### config.mk
export PLATFORM = sky130hd
export DESIGN_NAME = prime_check
export DESIGN_NICKNAME = d
export VERILOG_FILES = /design/src/rtl/prime_check.sv
export SDC_FILE = /design/constraint.sdc
export NUM_CORES = 1
export LEC_CHECK = 0
export ABC_AREA = 1
export BUFFER_PORTS_ARGS = -buffer_cell sky130_fd_sc_hd__buf_2
export CAP_MARGIN = 10
export CORE_ASPECT_RATIO = 1.4
export CORE_MARGIN = 5
export CORE_UTILIZATION = 47
export DETAILED_ROUTE_END_ITERATION = 7
export HOLD_SLACK_MARGIN = 0.06
export SLEW_MARGIN = 15
export SYNTH_ARGS = -nofsm -noshare
export SYNTH_HDL_FRONTEND = slang
export SYNTH_SLANG_ARGS = --single-unit
### constraint.sdc
create_clock -name clk -period 3.1 [get_ports clk]
set_input_delay 0.155 -clock clk [delete_from_list [all_inputs] [get_ports clk]]
set_output_delay 0.155 -clock clk [all_outputs]
set_load 0.02 [all_outputs]
### src/rtl/prime_check.sv
// Iterative primality tester: trial division by odd divisors, each remainder
// produced by a W-cycle bit-serial restoring divider.
module prime_check #(
    parameter int W = 16
) (
    input  logic         clk,
    input  logic         rst_n,
    input  logic         go,
    input  logic [W-1:0] n,
    output logic         ready,
    output logic         is_prime,
    output logic         error
);

    localparam int CNT_W = $clog2(W);

    localparam logic [1:0] S_IDLE  = 2'd0;
    localparam logic [1:0] S_CHECK = 2'd1;
    localparam logic [1:0] S_DIV   = 2'd2;

    logic [1:0]       state;
    logic [W-1:0]     n_q;
    logic [W-1:0]     d;
    logic [2*W-1:0]   sq;
    logic [W-1:0]     rem;
    logic [W-1:0]     shreg;
    logic [CNT_W-1:0] cnt;

    logic [W-1:0]     rem_nxt;
    logic             sq_gt_n;
    logic             last_bit;

    // One restoring step: shift in the next dividend bit, subtract if it fits.
    function automatic logic [W-1:0] div_step(input logic [W-1:0] r,
                                              input logic         b,
                                              input logic [W-1:0] dv);
        logic [W:0] t;
        t = {r, b};
        if (t >= {1'b0, dv}) begin
            t = t - {1'b0, dv};
        end
        return t[W-1:0];
    endfunction

    assign ready    = (state == S_IDLE);
    assign rem_nxt  = div_step(rem, shreg[W-1], d);
    assign sq_gt_n  = (sq > {{W{1'b0}}, n_q});
    assign last_bit = (cnt == CNT_W'(W - 1));

    always_ff @(posedge clk or negedge rst_n) begin
        if (!rst_n) begin
            state    <= S_IDLE;
            n_q      <= '0;
            d        <= '0;
            sq       <= '0;
            rem      <= '0;
            shreg    <= '0;
            cnt      <= '0;
            is_prime <= 1'b0;
            error    <= 1'b0;
        end else begin
            case (state)
                S_IDLE: begin
                    if (go) begin
                        n_q      <= n;
                        d        <= W'(3);
                        sq       <= (2*W)'(9);
                        is_prime <= 1'b0;
                        error    <= 1'b0;
                        state    <= S_CHECK;
                    end
                end

                S_CHECK: begin
                    if (n_q < W'(2)) begin
                        error    <= 1'b1;
                        is_prime <= 1'b0;
                        state    <= S_IDLE;
                    end else if (n_q == W'(2)) begin
                        is_prime <= 1'b1;
                        state    <= S_IDLE;
                    end else if (!n_q[0]) begin
                        is_prime <= 1'b0;
                        state    <= S_IDLE;
                    end else if (sq_gt_n) begin
                        is_prime <= 1'b1;
                        state    <= S_IDLE;
                    end else begin
                        rem   <= '0;
                        shreg <= n_q;
                        cnt   <= '0;
                        state <= S_DIV;
                    end
                end

                S_DIV: begin
                    rem   <= rem_nxt;
                    shreg <= {shreg[W-2:0], 1'b0};
                    cnt   <= cnt + CNT_W'(1);
                    if (last_bit) begin
                        if (rem_nxt == '0) begin
                            is_prime <= 1'b0;
                            state    <= S_IDLE;
                        end else begin
                            // (d+2)^2 = d^2 + 4d + 4, using the old d
                            d     <= d + W'(2);
                            sq    <= sq + {{(W-2){1'b0}}, d, 2'b00} + (2*W)'(4);
                            state <= S_CHECK;
                        end
                    end
                end

                default: begin
                    state <= S_IDLE;
                end
            endcase
        end
    end

endmodule

# Yosys cells after proc, flatten, opt, wreduce, memory -nomap -nowiden
# Index checks and enable logic that the tools add are counted.
# classes
n_addsub	5
magnitude_cmp	3
eq_ne	14
mux	42
n_reduce_logical	12
# op_table
operator	count
2-to-1 mux 16 bit	12
2-to-1 mux 32 bit	3
one-hot mux 16 bit (2 select lines)	3
one-hot mux 32 bit (2 select lines)	1
adder 32 x 18 -> 32 bit	1
adder 32 x 3 -> 32 bit (second input constant)	1
greater-than comparator 32 x 16 -> 1 bit	1
inequality test 2 bit (second input constant)	9
greater-or-equal comparator 17 x 16 -> 1 bit	1
adder 16 x 2 -> 16 bit (second input constant)	1
== test 16 x 2 -> 1 bit (second input constant)	1
zero test 16 bit	1
less-than comparator 16 x 2 -> 1 bit (second input constant)	1
2-to-1 mux 4 bit	4
subtractor 16 bit	1
2-to-1 mux 2 bit	6
AND reduction 5 bit	2
2-to-1 mux 1 bit	9
one-hot mux 4 bit (2 select lines)	1
one-hot mux 2 bit (3 select lines)	1
nonzero test 2 bit	3
inequality test 5 bit (second input constant)	1
adder 4 x 1 -> 4 bit (second input constant)	1
== test 4 bit (second input constant)	1
9 further kinds	10
# word_totals
register_bits	104
output_inout_bits	3
elab_cells	85

# Longest topological paths before layout
# Gate-level depths: netlist (run 1).
# depth
depth_word	6
mapped_depth	21

# Worst setup path after synthesis (run 1)
# OpenSTA, ideal clock, no wires.
# synth_timing
kind	register to register
startpoint	register d[1]
endpoint	register sq[27]
setup_ns	0.117
arrival_time_ns	2.606
required_ns	2.983
setup_slack_ns	0.377
stages_incl_launch_ff	14
path_buffers	0
path_cell_list	dfrtp_1 -> ha_1 -> ha_1 -> inv_1 -> fa_1 -> o21ai_0 -> a21boi_0 -> o21ai_0 -> nand4_1 -> nand2_1 -> xor2_1 -> nor2_1 -> nand3_1 -> nand2_1
# synth_via
elab_chain_cells	5
elab_cells_between_ends	11
# synth_rtl
element	line	text
start, declared	23	logic [W-1:0] d;
start signal, assigned	106	d <= d + W'(2);
adder 32 x 18 -> 32 bit, or another cell as far along	107	sq <= sq + {{(W-2){1'b0}}, d, 2'b00} + (2*W)'(4);
adder 32 x 3 -> 32 bit / 2-to-1 mux 16 bit (equally long branches)	107, 39	
2-to-1 mux 32 bit / zero test 16 bit (equally long branches)	101	if (rem_nxt == '0) begin
2-to-1 mux 32 bit / inequality test 2 bit (equally long branches)	-	
one-hot mux 32 bit (2 select lines) / AND reduction 4 bit (equally long branches)	-	
end signal, assigned	67	sq <= (2*W)'(9);
end signal, assigned	107	
end, declared	24	logic [2*W-1:0] sq;
# Several ways; a longest one is shown, not always the timed one. The select of a mux whose other input is x is not followed.
# A chain may end at the register's enable or synchronous reset.

# Final worst setup path (run 1)
# layout_timing
startpoint	register shreg[15]
endpoint	register d[2]
# layout_via
elab_chain_cells	5
elab_cells_between_ends	6
# layout_rtl
element	line	text
start, declared	26	logic [W-1:0] shreg;
start signal, assigned	90	shreg <= n_q;
start signal, assigned	98	shreg <= {shreg[W-2:0], 1'b0};
subtractor 16 bit / greater-or-equal comparator 17 x 16 -> 1 bit (equally long branches)	40, 39	
2-to-1 mux 16 bit *	39	if (t >= {1'b0, dv}) begin
zero test 16 bit *	101	
inequality test 2 bit (no line) *	-	
AND reduction 4 bit (no line) *	-	
# Mark *: on every way between the ends. The rest lies on a longest branch, timed or not.

==> results of run 1 <==
layout make-up:
class | count | area [µm²]
inverters | 120 | 450
clock buffers | 10 | 229
multi-input cells | 849 | 4480
fillers | 1643 | 7380
well taps | 199 | 249
repair buffers | 81 | 678
clock inverters | 6 | 63.8
flip-flops and latches | 103 | 2580
cell usage after synthesis, types with 14 or more instances:
library cell  instances
a21oi_1              72
clkbuf_1             19
dfrtp_1             103
ha_1                 65
inv_1               115
nand2_1             329
nand3_1             109
nand4_1              15
nor2_1              129
nor3_1               14
o21ai_0              32
o22ai_1              17
xor2_1               15
cells by family (layout without fill, tap and decap cells):
kind of cell	count (synthesis)	count (layout)	synth area share, %
AND/OR/NAND/NOR	621	621	34.4
buffers and inverters	154	217	8.24
AO/OA/AOI/OAI	140	140	10.1
flip-flops	103	103	33.7
adder cells (fa/ha/maj)	67	67	11.2
XOR/XNOR	21	21	2.41
state kept, by name (all words and copies together) (netlist names):
| signal | flops |
|---|---|
| shreg | 16 |
| cnt | 4 |
| error | 1 |
| is_prime | 1 |
| sq | 31 |
| state | 2 |
| rem | 16 |
| n_q | 16 |
| d | 16 |
final timing paths:
kind	start	to	slack, ns	cells past startpoint
setup / recovery	shreg[15]$_DFFE_PN0P_	d[2]$_DFFE_PN0P_	0.24	19
hold / removal	n[14]	n_q[14]$_DFFE_PN0P_	0.08	3
setup reg to reg	shreg[15]$_DFFE_PN0P_	d[2]$_DFFE_PN0P_	0.24	19
hold reg to reg	sq[0]$_DFFE_PN0P_	sq[0]$_DFFE_PN0P_	0.47	2
max in group asynchronous	rst_n	d[1]$_DFFE_PN0P_	1.98	3
min in group asynchronous	rst_n	n_q[4]$_DFFE_PN0P_	0.39	2
where the power goes:
part	internal, mW	switching, mW
Sequential	1.69	0.273
Combinational	1.61	2.84
Clock	0.569	0.572
repair_timing:
action,4_1_cts,5_1_grt
hold endpoints to repair,69,0
hold buffers,15,0
gates resized for setup,2,15
pin swaps,0,1
setup endpoints to repair,4,47
setup buffers,0,1
routing by layer:
layer	track usage, %	part of all wire [%]	up-vias
li1	-	-	3736
met5	0	0	-
met2	40.1	53	64
met1	26.1	43	3264
met3	2.54	1.7	27
met4	7.09	2.3	0
worst min-delay path, stage by stage:
cell     delay, ns
buf_2         0.08
nor2_1        0.04
a21oi_1       0.12
through the flow:
stage | utilization (%) | worst slack [ns]
6_report | 54.2 | 0.238
5_1_grt | 54.2 | 0.0115
4_1_cts | 53.9 | 0.0686
3_5_place_dp | 51.2 | -0.0257
3_3_place_gp | 51.2 | -0.119
2_1_floorplan | - | 0.377
placed cells by master, fill, tap and decap left out, drive strengths merged, types with 2 or more instances in the layout:
master and count:
clkinv 2, o21ai 32, o22ai 17, inv 123, xor2 15, clkbuf 10
nand3 110, nor3 15, or2 2, dfrtp 103, a211oi 2, nor2 133
ha 65, fa 2, dlygate4sd3 15, a21oi 72, xnor2 6, o21bai 2
and2 4, a21o 4, nand2 332, a31oi 3, buf 66, nor4 8
nand4 15
==> summary.txt, run 1 <==
STA
  – Rel. slew slack: 52.0%
  – Final setup TNS: 0 ns
  – Setup Skew: 0.0106 ns
  – Min Clock Period, post-route: 2.86 ns
  – Fin. Hold Viols: 0
  – Worst-margin pin slew: 0.721 ns
  – Peak Freq: 349 MHz
  – Final setup viols: 0
  – Min Hold Slack: 0.0816 ns
  – Unrepaired setup endpoints after global routing: no
  – Final period utilization: 92.3%
  – Max-slew violation count: 0

Logic synthesis
  – Predominant post-synthesis flop cell: dfrtp_1
  – Syn Area/Cell: 6.91 µm²
  – Post-synth EDFFs: 0
  – Syn Std Cell Area: 7640 µm²
  – Seq/Total Area, Yosys: 33.7%
  – Area fraction of the dominant cell type after synthesis: 33.7%
  – Area leader, netlist: dfrtp_1
  – Syn nets: 1,192
  – Syn Inst Count: 1,106
  – Flops & latches, synth: 103
  – Synth cell types: 44
  – Synth warn: 0
  – Synth area leaders: dfrtp_1 34%, nand2_1 16%, ha_1 11%
  – Ys async rst share: 100%

Layout
  – Final Instance Count excl. Fillers: 1,368
  – N_diodes: 0
  – Final net count: 1,250
  – Share of cells above drive strength 1: 9.32%
  – Area Growth Syn to Fin: 14.2%
  – Final Instance Area: 8730 µm²

Die
  – Placement Rows: 55
  – IO Count: 22
  – Chip height: 161 µm
  – Die width: 118 µm
  – Die footprint: 18,900 µm²
  – Initial Util: 47.5%
  – Total core area: 16,100 µm²

Routing
  – Routed Antenna Nets: 0
  – DRC viols: 0
  – Average wire per standard cell: 14.5 µm
  – 1st-iter DRT viols: 372
  – Detail-routed via count per cell: 5.18
  – Drt total wl: 19,900 µm
  – Via count: 7,091
  – Pre-Repair DR Iteration Count: 5

Placement
  – Placer Congestion: 0.877
  – Port Buffers: 21
  – HPWL after detailed placement: 15,100 µm
  – Placed Cells: 1,336
  – Area after DPL: 8240 µm²

Power
  – Maximum vdd drop: 0.632 mV
  – PwrDens: 865 nW/µm²
  – Leak Pwr: 4.59 nW
  – Final total power: 7.55 mW

Clocking
  – Clock Latency Late Sink: 0.36 ns
  – CTS tree: done
  – H-tree depth: 3
  – Num CTS Buffers: 9
  – Root Driver: clkbuf_16
  – Clk sinks: 103
  – Max Buffers Root-to-Sink: 2
  – Clk slew on worst S/H paths: 0.08 ns

Worst setup path
  – CP top delay family: simple AND/OR/NAND/NOR gates
  – Crit path launch type: flop
  – Worst Path Buf+Inv: 3
  – Worst path cell trace: inv_1, ha_1, inv_1, fa_1, nand3_1, nand3_1, nand3_1, nand3_1, nand2_1, nand2_1, nand2_1, nand2_1, nor2_1, nand2_1, nor2_4, nand3_4, buf_6, nand3b_1, nand2_1
  – WP data required: 3.35 ns
  – Setup crit end kind: flop
  – Setup CP Type: flop to flop
  – Worst path slowest cell: fa_1
  – Most used cell, CP: nand2_1
  – Max incr delay on CP: 0.44 ns
  – Arrival time at the worst endpoint: 3.11 ns
  – Max Fanout on Critical Path: 23

Job
  – Max-cap viol count: 0

Global routing
  – Initial antenna violation count: 0
  – Gr ovfl total: 0
  – GRT Util Overall: 21.7%
  – Global-route wire length before repair: 34,200 µm
  – Largest net degree at the start of global routing: 58
  – Number of global-route vias before repair: 7,091

Outcome
  – Status: completed

Hold path
  – Class of the worst hold path: input port to flop
No activity file was read; power rests on OpenSTA's default activity.
==> run 2: changes to the inputs <==
--- a/config.mk
+++ b/config.mk
@@ -6,13 +6,14 @@
 export NUM_CORES = 1
 export LEC_CHECK = 0
 export ABC_AREA = 1
-export BUFFER_PORTS_ARGS = -buffer_cell sky130_fd_sc_hd__buf_2
 export CAP_MARGIN = 10
 export CORE_ASPECT_RATIO = 1.4
 export CORE_MARGIN = 5
 export CORE_UTILIZATION = 47
 export DETAILED_ROUTE_END_ITERATION = 7
+export DONT_BUFFER_PORTS = 1
 export HOLD_SLACK_MARGIN = 0.06
+export SKIP_LAST_GASP = 1
 export SLEW_MARGIN = 15
 export SYNTH_ARGS = -nofsm -noshare
 export SYNTH_HDL_FRONTEND = slang
==> summary.txt, run 2 (synthesis results as in run 1) <==
STA
  – Peak Freq: 336 MHz
  – Final worst slack: 0.120 ns
  – Min Clock Period, post-route: 2.98 ns
  – Setup Skew: 0.0124 ns
  – Rel. slew slack: 54.5%
  – Final period utilization: 96.1%
  – Worst-margin pin slew: 0.680 ns
  – Final setup TNS: 0 ns
  – Fin. Hold Viols: 0
  – Max-slew violation count: 0
  – Final setup viols: 0

Hold path
  – Class of the worst hold path: input port to flop
  – Worst min-delay path endpoint: d[0]$_DFFE_PN0P_
  – HP Start: go
  – Hold-critical path depth: 3

Layout
  – Commonest cells after routing, fill and taps aside: 328 x nand2_1, 125 x nor2_1, 114 x inv_1, 106 x nand3_1, 101 x dfrtp_1
  – Share of cells above drive strength 1: 8.43%
  – Max reg flops: 31
  – Commonest non-fill, non-tap cell in the layout: nand2_1
  – Area Growth Syn to Fin: 14.5%
  – Final net count: 1,232
  – Top reg by flops: sq
  – # fillers: 1,617
  – N_diodes: 0

Global routing
  – Grt met1 use: 27.1%
  – Met3 Track Usage GR: 2.40%
  – Global-route wire length before repair: 34,400 µm
  – Global-route layer with the greatest usage: met2
  – GRT Util Overall: 21.8%
  – Gr ovfl total: 0
  – Met2 Usage GRT: 38.3%
  – Initial antenna violation count: 0
  – Largest net degree at the start of global routing: 104
  – Number of global-route vias before repair: 7,023

Die
  – IO Count: 22
  – Total core area: 16,100 µm²
  – Chip height: 161 µm
  – Die footprint: 18,900 µm²
  – Placement Rows: 55
  – Initial Util: 47.5%
  – Die width: 118 µm

Routing
  – Pre-Repair DR Iteration Count: 5
  – Via count: 7,159
  – 1st-iter DRT viols: 343
  – Routed Antenna Nets: 0
  – Drt total wl: 21,100 µm
  – Average wire per standard cell: 15.7 µm
  – DRC viols: 0
  – Detail-routed via count per cell: 5.30

Worst setup path
  – Setup crit end kind: flop
  – Setup CP Type: flop to flop
  – R2R Path End: sq[23]$_DFFE_PN0P_
  – Setup slack, reg-to-reg: 0.12 ns
  – Max Fanout on Critical Path: 12
  – R2R depth: 17
  – WP data required: 3.35 ns
  – Crit path launch type: flop
  – Worst R2R Start: rem[10]$_DFFE_PN0P_
  – Arrival time at the worst endpoint: 3.23 ns

Placement
  – Port Buffers: 0
  – Placer Congestion: 0.977
  – DP Worst Slack: 0.0134 ns
  – HPWL after detailed placement: 14,900 µm

Outcome
  – Status: completed

Clocking
  – Num CTS Buffers: 9
  – Clock Latency Late Sink: 0.36 ns
  – H-tree depth: 3
  – Root Driver: clkbuf_16
  – CTS tree: done
  – Max Buffers Root-to-Sink: 2
  – Clk sinks: 103
  – Clk slew on worst S/H paths: 0.08 ns

Job
  – Max-cap viol count: 0

Power
  – Leak Pwr: 4.56 nW
  – Maximum vdd drop: 0.539 mV
  – PwrDens: 861 nW/µm²
-- run 2: metrics by stage --
| step | hold WS (ns) | area (µm²) | power [mW] | instances | util, % |
|---|---|---|---|---|---|
| global route | 0.216 | 8750 | 8.22 | 1350 | 54.4 |
| floorplan | -0.141 | 7640 | 5.03 | 1106 | - |
| finish | 0.189 | 8750 | 7.54 | 1350 | 54.4 |
| global placement | -0.139 | 8010 | 6.05 | 1308 | 49.8 |
| detailed placement | -0.138 | 8010 | 6.09 | 1308 | 49.8 |
| CTS | 0.179 | 8530 | 7.36 | 1342 | 53.0 |
-- run 2: repair_timing --
item / 4_1_cts / 5_1_grt
hold buffers: 18 / 0
setup buffers: 0 / 3
pin swaps: 0 / 4
cloned: 0 / 5
hold endpoints to repair: 119 / 0
gates resized for setup: 1 / 27
endpoints found under the setup margin: 1 / 47
-- run 2: worst max-delay path: stages (launching register included) --
cell	delay, ns
dfrtp_1	0.43
ha_1	0.37
nand2_1	0.16
nor2_2	0.15
nand2_1	0.08
nor3_2	0.19
nor2_4	0.06
buf_4	0.18
nand3_1	0.10
nand2_1	0.10
nor2_2	0.14
nand2_1	0.10
nor2_4	0.20
nand3_4	0.12
buf_12	0.18
clkbuf_16	0.17
nand3_1	0.08
nand2_1	0.05
-- run 2: worst max path at each step --
stage / from / to / slack, ns / cells after the start
global placement: d[1]$_DFFE_PN0P_ / sq[27]$_DFFE_PN0P_ / -0.001 / 13
CTS: shreg[15]$_DFFE_PN0P_ / d[2]$_DFFE_PN0P_ / 0.005 / 19
detailed placement: d[1]$_DFFE_PN0P_ / sq[27]$_DFFE_PN0P_ / 0.01 / 13
floorplan: d[1]$_DFFE_PN0P_ / sq[27]$_DFFE_PN0P_ / 0.38 / 13
global route: d[2]$_DFFE_PN0P_ / sq[12]$_DFFE_PN0P_ / -0.05 / 21
finish: rem[10]$_DFFE_PN0P_ / sq[23]$_DFFE_PN0P_ / 0.12 / 17
-- run 2: per-layer routing --
| metal | wire, µm | vias to the layer above | part of all wire, % |
|---|---|---|---|
| met2 | 10700 | 86 | 50 |
| met5 | 0 | - | 0 |
| met4 | 823 | 0 | 3.9 |
| met1 | 9280 | 3339 | 44 |
| met3 | 385 | 38 | 1.8 |
| li1 | - | 3696 | - |
-- run 2: layout make-up --
cell class | instances | area, µm² | share of cell area [%]
multi-input cells | 851 | 4540 | 51.9
flip-flops and latches | 103 | 2580 | 29.5
repair buffers | 61 | 609 | 6.96
inverters | 120 | 450 | 5.15
well taps | 199 | 249 | 2.84
clock buffers | 9 | 225 | 2.57
clock inverters | 7 | 95.1 | 1.09
-- run 2: report_power, final --
| group | internal [mW] | switching, mW |
|---|---|---|
| combinational | 1.45 | 2.92 |
| sequential | 1.69 | 0.281 |
| clock | 0.585 | 0.609 |
==> run 3: changes to the inputs <==
--- a/config.mk
+++ b/config.mk
@@ -7,7 +7,6 @@
 export LEC_CHECK = 0
 export ABC_AREA = 1
 export CAP_MARGIN = 10
-export CORE_ASPECT_RATIO = 1.4
 export CORE_MARGIN = 5
 export CORE_UTILIZATION = 47
 export DETAILED_ROUTE_END_ITERATION = 7
==> constraint.sdc (replaced) <==
create_clock -name clk -period 2.5 [get_ports clk]
set_input_delay 0.125 -clock clk [delete_from_list [all_inputs] [get_ports clk]]
set_output_delay 0.125 -clock clk [all_outputs]
set_load 0.02 [all_outputs]
==> summary.txt, run 3 (synthesis results as in run 1) <==
Outcome
  – Status: finished with violations
  – Failing checks: hold timing, setup timing

Routing
  – Drt total wl: 22,900 µm
  – 1st-iter DRT viols: 484
  – Met2 wire length: 10,200 µm
  – Highest metal used: met4
  – Met3 WL: 1070 µm
  – Via count: 7,903
  – Routed Antenna Nets: 0
  – Pre-Repair DR Iteration Count: 5
  – Detail-routed via count per cell: 5.22
  – Met1 WL: 11,200 µm
  – DRC viols: 0
  – Average wire per standard cell: 15.1 µm

Layout
  – Area Growth Syn to Fin: 35.8%
  – FF+latch area: 2580 µm²
  – Top reg by flops: sq
  – Final net count: 1,380
  – Commonest non-fill, non-tap cell in the layout: nand2_1
  – Share of cells above drive strength 1: 26.8%
  – Final Instance Count excl. Fillers: 1,515
  – # fillers: 1,439
  – Max reg flops: 31
  – Area of the multi-input gates: 4970 µm²
  – Commonest cells after routing, fill and taps aside: 269 x nand2_1, 179 x buf_4, 120 x nor2_1, 105 x nand3_1, 103 x dfrtp_1
  – N_diodes: 0

Worst setup path
  – CP top delay family: simple AND/OR/NAND/NOR gates
  – Worst path cell trace: inv_2, ha_4, buf_6, nand2_4, nor2_4, nand2_2, nor3_4, nor2_4, nand2_4, inv_4, nand2_4, nand2_4, nor2_2, nand2_2, nor2_4, nand3_4, nand2_8, clkbuf_16, nand2_1, nand2_1
  – Setup crit end kind: flop
  – Most used cell, CP: nand2_4
  – Max incr delay on CP: 0.38 ns
  – Arrival time at the worst endpoint: 3.05 ns
  – WP data required: 2.80 ns
  – CP Depth: 20
  – Worst path slowest cell: dfrtp_1
  – Setup CP Type: flop to flop
  – Max Fanout on Critical Path: 8
  – Crit path launch type: flop
  – Worst Path Buf+Inv: 4
  – R2R depth: 20

Power
  – Maximum vdd drop: 0.965 mV
  – Final total power: 12.2 mW
  – PwrDens: 1180 nW/µm²
  – Leak Pwr: 5.42 nW

STA
  – Min Clock Period, post-route: 2.75 ns
  – Min Hold Slack: -0.549 ns
  – Final worst slack: -0.255 ns
  – Fin. Hold Viols: 103
  – Rel. slew slack: 66.3%
  – Final setup viols: 47
  – Worst-margin pin slew: 0.504 ns
  – Setup Skew: 0.00834 ns
  – Final period utilization: 110%
  – Unrepaired setup endpoints after global routing: yes
  – Peak Freq: 363 MHz
  – Max-slew violation count: 0

Clocking
  – CTS hold repair buffers: 17
  – Root Driver: clkbuf_16
  – Clk sinks: 103
  – Clock Latency Late Sink: 0.36 ns
  – H-tree depth: 3
  – Clk slew on worst S/H paths: 0.07 ns
  – Num CTS Buffers: 9
  – CTS tree: done
  – Max Buffers Root-to-Sink: 2

Global routing
  – Global-route wire length before repair: 37,400 µm
  – Gr ovfl total: 0
  – GRT Util Overall: 25.0%
  – Number of global-route vias before repair: 7,548
  – Initial antenna violation count: 0
  – Largest net degree at the start of global routing: 104

Die
  – Total core area: 15,900 µm²
  – IO Count: 22
  – Initial Util: 47.9%
  – Placement Rows: 46
  – Die width: 138 µm
  – Die footprint: 18,900 µm²
  – Chip height: 138 µm

Job
  – Max-cap viol count: 0

Hold path
  – Class of the worst hold path: input port to async pin

Placement
  – HPWL after detailed placement: 16,500 µm
  – Placed Cells: 1,456
  – Port Buffers: 0
  – Placer Congestion: 0.927
run 3: cell count changes in the layout (fill, tap and decap cells not counted), moves of 8 or more:
cell	previous run	this run
nand2_2	1	53
nand2_1	328	269
a21oi_1	71	62
inv_1	114	100
ha_4	1	14
inv_2	6	19
ha_1	61	51
buf_4	36	179
a21oi_2	1	9
run 3: worst register-to-register path, delay by kind of cell, from the launching register on:
kind                     cells  cell delay, ns
adder cells (fa/ha/maj)      1            0.27
buffers and inverters        4            0.41
flip-flops                   1            0.38
AND/OR/NAND/NOR             15            1.65
run 3: metal layers:
metal	up-vias	track usage, %
met3	27	4.60
met1	3713	36.4
met2	166	38.4
met5	-	0
met4	0	5.76
li1	3997	-
run 3: worst paths after layout:
path                                         from              endpoint  slack [ns]
min in group clk                               go      d[2]$_DFFE_PN0P_        0.24
worst min register to register  sq[0]$_DFFE_PN0P_     sq[0]$_DFFE_PN0P_        0.46
worst min-delay path                        rst_n  shreg[2]$_DFFE_PN0P_       -0.55
worst max-delay path            d[15]$_DFFE_PN0P_      d[6]$_DFFE_PN0P_       -0.25
max in group asynchronous                   rst_n   rem[11]$_DFFE_PN0P_        2.90
worst max register to register  d[15]$_DFFE_PN0P_      d[6]$_DFFE_PN0P_       -0.25
run 3: layout make-up:
| cell class | count | area share, % |
|---|---|---|
| Timing Repair Buffer | 211 | 17.1 |
| Tap cell | 216 | 2.60 |
| Sequential cell | 103 | 24.8 |
| Multi-Input combinational cell | 849 | 47.9 |
| Clock inverter | 7 | 0.989 |
| Clock buffer | 9 | 2.17 |
| Inverter | 120 | 4.36 |
run 3: per-stage QoR:
step	setup TNS [ns]	hold WS, ns	setup slack, ns	area, µm²	utilization (%)
after floorplan	0	-0.171	0.00149	7850	-
after global placement	-11.29	-0.169	-0.267	9250	58.0
after detailed placement	-13.40	-0.169	-0.328	9250	58.0
after CTS	-6.47	-0.562	-0.171	10100	63.2
after global routing	-17.08	-0.569	-0.389	10400	65.1
final	-10.03	-0.549	-0.255	10400	65.1
run 3: power by group:
part | internal [mW] | switching (mW) | total (mW)
Sequential | 2.09 | 0.347 | 2.44
Combinational | 3.76 | 4.43 | 8.19
Clock | 0.892 | 0.675 | 1.57
Total | 6.75 | 5.45 | 12.2
run 3: what timing repair did:
item,in CTS,in global routing
gates cloned,2,2
setup endpoints to repair,47,83
endpoints found under the hold margin,121,103
setup buffers,18,5
gates resized for setup,50,72
pin swaps,6,36
